`src/rtl/calc_pkg.sv`:
```
//------------------------------------------------------------------------------
// calc_pkg : key codes, ALU operator and sequencer state encodings for the
//            calculator entry controller.
// Revision : 1.0 - initial release
//------------------------------------------------------------------------------
`default_nettype none

package calc_pkg;

  localparam logic [4:0] KEY_ADD = 5'h10;
  localparam logic [4:0] KEY_MUL = 5'h11;
  localparam logic [4:0] KEY_AND = 5'h12;
  localparam logic [4:0] KEY_EXE = 5'h13;
  localparam logic [4:0] KEY_SUB = 5'h14;
  localparam logic [4:0] KEY_OR  = 5'h15;
  localparam logic [4:0] KEY_CE  = 5'h16;
  localparam logic [4:0] KEY_CLR = 5'h17;

  typedef enum logic [2:0] {
    ADD = 3'd0,
    SUB = 3'd1,
    MUL = 3'd2,
    AND = 3'd3,
    OR  = 3'd4
  } alu_op_t;

  typedef enum logic [1:0] {
    ENTER_A = 2'd0,
    ENTER_B = 2'd1,
    EXEC    = 2'd2,
    SHOW    = 2'd3
  } state_t;

  function automatic logic is_op_key(input logic [4:0] key);
    return (key == KEY_ADD) || (key == KEY_MUL) || (key == KEY_AND) ||
           (key == KEY_SUB) || (key == KEY_OR);
  endfunction

  function automatic alu_op_t key_to_op(input logic [4:0] key);
    alu_op_t op;
    case (key)
      KEY_SUB: op = SUB;
      KEY_MUL: op = MUL;
      KEY_AND: op = AND;
      KEY_OR:  op = OR;
      default: op = ADD;
    endcase
    return op;
  endfunction

endpackage

`default_nettype wire

```
`src/rtl/calc_operand_reg.sv`:
```
//------------------------------------------------------------------------------
// calc_operand_reg : digit shift accumulator with digit count, decimal filter
//                    and clear. Clear has priority over load and shift.
// Revision : 1.0 - initial release
//------------------------------------------------------------------------------
`default_nettype none

module calc_operand_reg #(
  parameter int DIGITS = 4
) (
  input  logic                         clk,
  input  logic                         rst_n,
  input  logic                         clr,
  input  logic                         shift,
  input  logic                         load,
  input  logic [3:0]                   digit,
  input  logic                         dec_mode,
  output logic                         digit_ok,
  output logic [4*DIGITS-1:0]          acc,
  output logic [$clog2(DIGITS+1)-1:0]  cnt
);

  localparam int W  = 4 * DIGITS;
  localparam int CW = $clog2(DIGITS + 1);

  logic [W-1:0]  r_acc;
  logic [CW-1:0] r_cnt;

  assign digit_ok = !(dec_mode && (digit >= 4'd10));

  always_ff @(posedge clk or negedge rst_n) begin
    if (!rst_n) begin
      r_acc <= '0;
      r_cnt <= '0;
    end else if (clr) begin
      r_acc <= '0;
      r_cnt <= '0;
    end else if (load && digit_ok) begin
      r_acc <= W'(digit);
      r_cnt <= CW'(1);
    end else if (shift && digit_ok && (r_cnt != CW'(DIGITS))) begin
      r_acc <= (r_acc << 4) | W'(digit);
      r_cnt <= r_cnt + CW'(1);
    end
  end

  assign acc = r_acc;
  assign cnt = r_cnt;

endmodule

`default_nettype wire

```
`src/rtl/calc_entry_ctrl.sv`:
```
//------------------------------------------------------------------------------
// calc_entry_ctrl : key sequencer between keypad cursor and calculator ALU.
//                   Optional ALU acknowledge timeout: CALC_ALU_TIMEOUT_EN.
// Revision : 1.0 - initial release
//------------------------------------------------------------------------------
`default_nettype none

module calc_entry_ctrl
  import calc_pkg::*;
#(
  parameter int DIGITS         = 4,
  parameter int TIMEOUT_CYCLES = 1024
) (
  input  logic                 clk,
  input  logic                 rst_n,
  input  logic                 select,
  input  logic [4:0]           val,
  input  logic                 dec_mode,
  output logic                 restriction,
  output logic                 alu_req,
  output logic [2:0]           alu_op,
  output logic [4*DIGITS-1:0]  op_a,
  output logic [4*DIGITS-1:0]  op_b,
  input  logic                 alu_ack,
  input  logic [4*DIGITS-1:0]  alu_result,
  output logic [4*DIGITS-1:0]  display,
  output logic                 busy,
  output logic                 err
);

  localparam int W  = 4 * DIGITS;
  localparam int CW = $clog2(DIGITS + 1);

  if (TIMEOUT_CYCLES < 1) begin : g_bad_timeout
    $error("TIMEOUT_CYCLES must be at least 1");
  end

  state_t        r_state, w_state_nxt;
  alu_op_t       r_op, w_op_nxt;
  logic [W-1:0]  r_op_a, w_op_a_nxt;
  logic [W-1:0]  r_op_b, w_op_b_nxt;
  logic [W-1:0]  r_res, w_res_nxt;
  logic          r_clr_pend, w_clr_pend_nxt;
  logic          w_acc_clr, w_acc_shift, w_acc_load, w_full_clr;
  logic          w_digit_ok;
  logic [W-1:0]  w_acc;
  logic [CW-1:0] w_cnt;
  logic          w_is_digit, w_is_op;

`ifdef CALC_ALU_TIMEOUT_EN
  localparam int TW = $clog2(TIMEOUT_CYCLES + 1);
  logic [TW-1:0] r_tmo, w_tmo_nxt;
  logic          r_err, w_err_nxt, w_tmo_hit;
`endif

  assign w_is_digit = !val[4];
  assign w_is_op    = is_op_key(val);

  calc_operand_reg #(.DIGITS(DIGITS)) u_operand (
    .clk      (clk),
    .rst_n    (rst_n),
    .clr      (w_acc_clr),
    .shift    (w_acc_shift),
    .load     (w_acc_load),
    .digit    (val[3:0]),
    .dec_mode (dec_mode),
    .digit_ok (w_digit_ok),
    .acc      (w_acc),
    .cnt      (w_cnt)
  );

  always_ff @(posedge clk or negedge rst_n) begin
    if (!rst_n) begin
      r_state    <= ENTER_A;
      r_op       <= ADD;
      r_op_a     <= '0;
      r_op_b     <= '0;
      r_res      <= '0;
      r_clr_pend <= 1'b0;
`ifdef CALC_ALU_TIMEOUT_EN
      r_tmo      <= '0;
      r_err      <= 1'b0;
`endif
    end else begin
      r_state    <= w_state_nxt;
      r_op       <= w_op_nxt;
      r_op_a     <= w_op_a_nxt;
      r_op_b     <= w_op_b_nxt;
      r_res      <= w_res_nxt;
      r_clr_pend <= w_clr_pend_nxt;
`ifdef CALC_ALU_TIMEOUT_EN
      r_tmo      <= w_tmo_nxt;
      r_err      <= w_err_nxt;
`endif
    end
  end

  always_comb begin
    w_state_nxt    = r_state;
    w_op_nxt       = r_op;
    w_op_a_nxt     = r_op_a;
    w_op_b_nxt     = r_op_b;
    w_res_nxt      = r_res;
    w_clr_pend_nxt = r_clr_pend;
    w_acc_clr      = 1'b0;
    w_acc_shift    = 1'b0;
    w_acc_load     = 1'b0;
    w_full_clr     = 1'b0;
`ifdef CALC_ALU_TIMEOUT_EN
    w_tmo_nxt      = '0;
    w_err_nxt      = r_err;
    w_tmo_hit      = 1'b0;
`endif

    case (r_state)
      ENTER_A, ENTER_B: begin
        if (select) begin
          if (w_is_digit) begin
            w_acc_shift = 1'b1;
          end else if (w_is_op) begin
            if (r_state == ENTER_A) begin
              w_op_a_nxt  = w_acc;
              w_op_nxt    = key_to_op(val);
              w_acc_clr   = 1'b1;
              w_state_nxt = ENTER_B;
            end else if (w_cnt == '0) begin
              w_op_nxt = key_to_op(val);
            end
          end else if (val == KEY_EXE) begin
            if ((r_state == ENTER_B) && (w_cnt != '0)) begin
              w_op_b_nxt  = w_acc;
              w_acc_clr   = 1'b1;
              w_state_nxt = EXEC;
            end
          end else if (val == KEY_CE) begin
            w_acc_clr = 1'b1;
          end else if (val == KEY_CLR) begin
            w_full_clr = 1'b1;
          end
        end
      end

      EXEC: begin
        // A key arriving with the acknowledge is dropped; the ack wins.
        if (alu_ack) begin
          if (r_clr_pend) begin
            w_full_clr = 1'b1;
          end else begin
            w_res_nxt   = alu_result;
            w_state_nxt = SHOW;
          end
        end else begin
          if (select && (val == KEY_CLR)) begin
            w_clr_pend_nxt = 1'b1;
          end
`ifdef CALC_ALU_TIMEOUT_EN
          if (r_tmo == TW'(TIMEOUT_CYCLES - 1)) begin
            w_tmo_hit  = 1'b1;
            w_full_clr = 1'b1;
          end else begin
            w_tmo_nxt = r_tmo + TW'(1);
          end
`endif
        end
      end

      SHOW: begin
        if (select) begin
          // Decimal filter also guards the digit that starts a new entry.
          if (w_is_digit) begin
            if (w_digit_ok) begin
              w_acc_load  = 1'b1;
              w_state_nxt = ENTER_A;
            end
          end else if (w_is_op) begin
            w_op_a_nxt  = r_res;
            w_op_nxt    = key_to_op(val);
            w_acc_clr   = 1'b1;
            w_state_nxt = ENTER_B;
          end else if ((val == KEY_CE) || (val == KEY_CLR)) begin
            w_full_clr = 1'b1;
          end
        end
      end

      default: w_full_clr = 1'b1;
    endcase

    if (w_full_clr) begin
      w_state_nxt    = ENTER_A;
      w_op_nxt       = ADD;
      w_op_a_nxt     = '0;
      w_op_b_nxt     = '0;
      w_res_nxt      = '0;
      w_clr_pend_nxt = 1'b0;
      w_acc_clr      = 1'b1;
      w_acc_load     = 1'b0;
      w_acc_shift    = 1'b0;
`ifdef CALC_ALU_TIMEOUT_EN
      w_err_nxt      = w_tmo_hit;
`endif
    end
  end

  always_comb begin
    display = w_acc;
    case (r_state)
      EXEC:    display = r_op_b;
      SHOW:    display = r_res;
      default: display = w_acc;
    endcase
  end

  assign restriction = dec_mode;
  assign alu_req     = (r_state == EXEC);
  assign busy        = (r_state == EXEC);
  assign alu_op      = r_op;
  assign op_a        = r_op_a;
  assign op_b        = r_op_b;

`ifdef CALC_ALU_TIMEOUT_EN
  assign err = r_err;
`else
  assign err = 1'b0;
`endif

endmodule

`default_nettype wire

```
`config.mk`:
```
export PLATFORM = sky130hd
export DESIGN_NAME = calc_entry_ctrl
export DESIGN_NICKNAME = d
export VERILOG_FILES = /design/src/rtl/calc_pkg.sv /design/src/rtl/calc_operand_reg.sv /design/src/rtl/calc_entry_ctrl.sv
export SDC_FILE = /design/constraint.sdc
export NUM_CORES = 1
export LEC_CHECK = 0
export ABC_AREA = 1
export CAP_MARGIN = 10
export CORE_MARGIN = 2
export CORE_UTILIZATION = 35
export CTS_CLUSTER_DIAMETER = 60
export DETAILED_ROUTE_END_ITERATION = 10
export PLACE_DENSITY_LB_ADDON = 0.12
export SLEW_MARGIN = 25
export SYNTH_ARGS = -nofsm -noshare
export SYNTH_HDL_FRONTEND = slang
export SYNTH_SLANG_ARGS = --single-unit
```
`constraint.sdc`:
```
create_clock -name clk -period 1.9 [get_ports clk]
set_input_delay 0.38 -clock clk [delete_from_list [all_inputs] [get_ports clk]]
set_output_delay 0.38 -clock clk [all_outputs]
set_load 0.005 [all_outputs]
```
==> results.json <==
{
  "p_int_uw": 5340,
  "cts_buffer_depth": 2,
  "max_stage_delay_ns": 0.43,
  "cts_buffers": 9,
  "grt_max_degree": 74,
  "path_clk_slew_ns": 0.10,
  "finalSetupViolCount": 11,
  "syn_inst": 500,
  "reg2reg_slack_ns": -0.02,
  "crit_arrival_ns": 1.56,
  "ir_worst_vdd_mv": 0.695,
  "cts_tree": "built",
  "pin_count": 81,
  "die_w_um": 109,
  "yosys.area_share.simple_pct": 26.8,
  "wirelength_um": 13400,
  "p_sw_share_pct": 42.4,
  "placementRows": 38,
  "hold_ws_ns": 0.0272,
  "reg2reg_depth": 13,
  "overflow": 0,
  "synthAdderAreaFrac_pct": 0.644,
  "maxCapViolCount": 0,
  "cts.htree.levels": 3,
  "syn_nets": 528,
  "crit_slowest_cell": "dfrtp_2",
  "cts_hold_buf": 0,
  "grtUsageTotal_pct": 21.6,
  "cts_sinks": 73,
  "diodes": 0,
  "grt_pass1_vias": 3762,
  "synth_area_mm2": 0.00388,
  "routedWlPerCell_um": 16.9,
  "p_leak_uw": 0.00297,
  "clock_latency_ns": 0.35,
  "start_util_pct": 35.8,
  "antenna_left": 0,
  "routabilityCongestion": 0.849,
  "synth.area.mux_share_pct": 0,
  "final_common_cell": "nand2_1",
  "worstSetupEndpoint": "display[9]",
  "total_power_uw": 9270,
  "synth_top_family_by_area": "simple AND/OR/NAND/NOR gates",
  "cts_root_buf": "clkbuf_8",
  "dieArea_mm2": 0.0120,
  "cp-startpoint": "r_state[0]",
  "power_frac_comb_pct": 57.4,
  "drtPass1Iterations": 5,
  "min_period_ns": 1.94,
  "p_clk_share_pct": 14.3,
  "skew_ns": 0.0125,
  "status": "complete, but fails checks",
  "syn_to_final_growth_pct": 55.4,
  "route.detailed.drc": 0,
  "die_y_um": 109,
  "ys_seq_area_share_pct": 47.0,
  "fmax_ghz": 0.514,
  "synth_compound_gate_area_share_pct": 15.1,
  "core_mm2": 0.0108,
  "hp-class": "primary input to asynchronous set/reset pin",
  "ys_warn_count": 0,
  "nNetsFinal": 677,
  "place_inst": 744,
  "drive_gt1_share_pct": 29.8,
  "finalSetupTns_ns": -0.249,
  "ys_ff_latch": 73,
  "critPathKind": "flop to output port",
  "async_flop_share_pct": 100,
  "vias": 4030,
  "design_area_mm2": 0.00604,
  "p_per_area_mw_per_mm2": 1540,
  "r2r_start": "r_state[1]",
  "pwr-share-seq_pct": 28.3,
  "setup_slack_ns": -0.0450,
  "viasPerCell": 5.08,
  "path_common_cell": "buf_6",
  "failed_checks": "negative setup slack",
  "cp_max_fo": 4,
  "synth_flop_cell": "dfrtp_1",
  "avgSynthCellArea_um2": 7.77,
  "dpl_cell_area_mm2": 0.00519,
  "r2r_end": "op_a[15]",
  "switching_power_uw": 3930,
  "synth-edff-count": 0,
  "finalHoldViolations": 0,
  "grt_pass1_wl_um": 19700,
  "dp_hpwl_um": 8750,
  "instances_no_fill": 794,
  "start_kind": "flop",
  "drtIter0Drc": 306,
  "antenna_found_initial": 0,
  "slew_violations": 0,
  "finalCritPeriodShare_pct": 102,
  "crit_chain": "nor2_4, buf_6, buf_6, buf_6, nand2_2, o221ai_2, buf_2",
  "layout_common_cells": "106 x nand2_1, 71 x dfrtp_1, 58 x clkdlybuf4s50_1",
  "ys_types": 32,
  "worstPathRequired_ns": 1.52,
  "yosys.area_share.xor_xnor_pct": 0.226,
  "cp-end-kind": "output port",
  "port_buffers": 79,
  "rsz0062_at_grt": "true"
}
[layer usage]
layer	vias up	global-route usage [%]	routed length [µm]
met5	-	0	0
met4	0	8.23	274
met3	19	2.37	548
met2	121	33.4	6510
met1	1938	31.2	6110
li1	1952	-	-
[sequential cells by signal (all words and copies together) (netlist names)]
register and flops:
op_a 16, op_b 16, r_res 16, u_operand.acc 16
alu_op 3, u_operand.cnt 3, r_state 2, r_clr_pend 1
[power groups by stage]
stage / clock network, µW / logic (µW) / registers, µW
3_3_place_gp: 0 / 4040 / 2610
3_5_place_dp: 0 / 4080 / 2620
4_1_cts: 1340 / 4540 / 2590
2_1_floorplan: 0 / 2050 / 2520
6_report: 1330 / 5320 / 2620
5_1_grt: 1420 / 5760 / 2680
[how the worst min path moves through the flow]
stage	start	endpoint	slack [ns]	cells after the start
global route	rst_n	op_a[4]	0.07	2
finish	rst_n	op_a[3]	0.03	2
CTS	rst_n	op_a[4]	0.07	2
global placement	rst_n	op_a[4]	0.45	2
detailed placement	rst_n	op_a[4]	0.45	2
floorplan	rst_n	alu_op[0]	0.08	0
[worst max-delay path, delay by kind of cell, from the launching register on]
family	cells	cell delay, ns
buf+inv	4	0.48
flops	1	0.43
simple gates	2	0.25
compound gates	1	0.06
[layout make-up]
type                            instances  area, µm²
Timing Repair Buffer                  165       1610
Sequential cell                        73       1830
Inverter                               61        246
Tap cell                              140        175
Clock inverter                          7       85.1
Clock buffer                            9        124
Multi-Input combinational cell        339       1970
Fill cell                             984       4800
[stage by stage]
stage / worst slack [ns] / util [%]
finish: -0.0450 / 55.7
global placement: -0.246 / 47.9
CTS: -0.0684 / 51.9
global route: -0.126 / 55.7
detailed placement: -0.302 / 47.9
floorplan: 0.240 / -
[Yosys cell counts, types with 2 or more instances]
library cell | number | share of area [%]
o21ai_0 | 49 | 6.3
inv_2 | 4 | 0.39
dfrtp_1 | 73 | 47
nand4_1 | 22 | 3.5
nand3_1 | 27 | 3.5
buf_4 | 4 | 0.77
a21oi_1 | 11 | 1.4
a31oi_1 | 2 | 0.32
buf_2 | 16 | 2.1
nand2_1 | 128 | 12
nor2_4 | 2 | 0.58
nor3_1 | 3 | 0.39
inv_1 | 56 | 5.4
buf_6 | 2 | 0.58
o221ai_1 | 15 | 3.4
o22ai_1 | 3 | 0.48
nand2_4 | 4 | 1.2
ha_1 | 2 | 0.64
o21ai_1 | 20 | 2.6
clkbuf_1 | 8 | 0.77
nand2_2 | 3 | 0.48
nor2_1 | 35 | 3.4
nand3_2 | 2 | 0.52
[logic make-up (layout without fill, tap and decap cells)]
group                      count (synthesis)  in the layout
adders and majority gates                  2              2
AOI/OAI and AO/OA                        103            103
DFF                                       73             73
buffers and inverters                     91            242
xor gates and xnor gates                   1              1
other                                      1              1
and+or+nand+nor                          229            232
[repair_timing]
item                                    in CTS  in global routing
setup buffers                               12                 14
gates resized for setup                     97                 69
gates cloned                                 2                  6
endpoints found under the setup margin      19                 87
pin swaps                                    3                 42
Note: power is estimated with default switching activity, not from simulation.
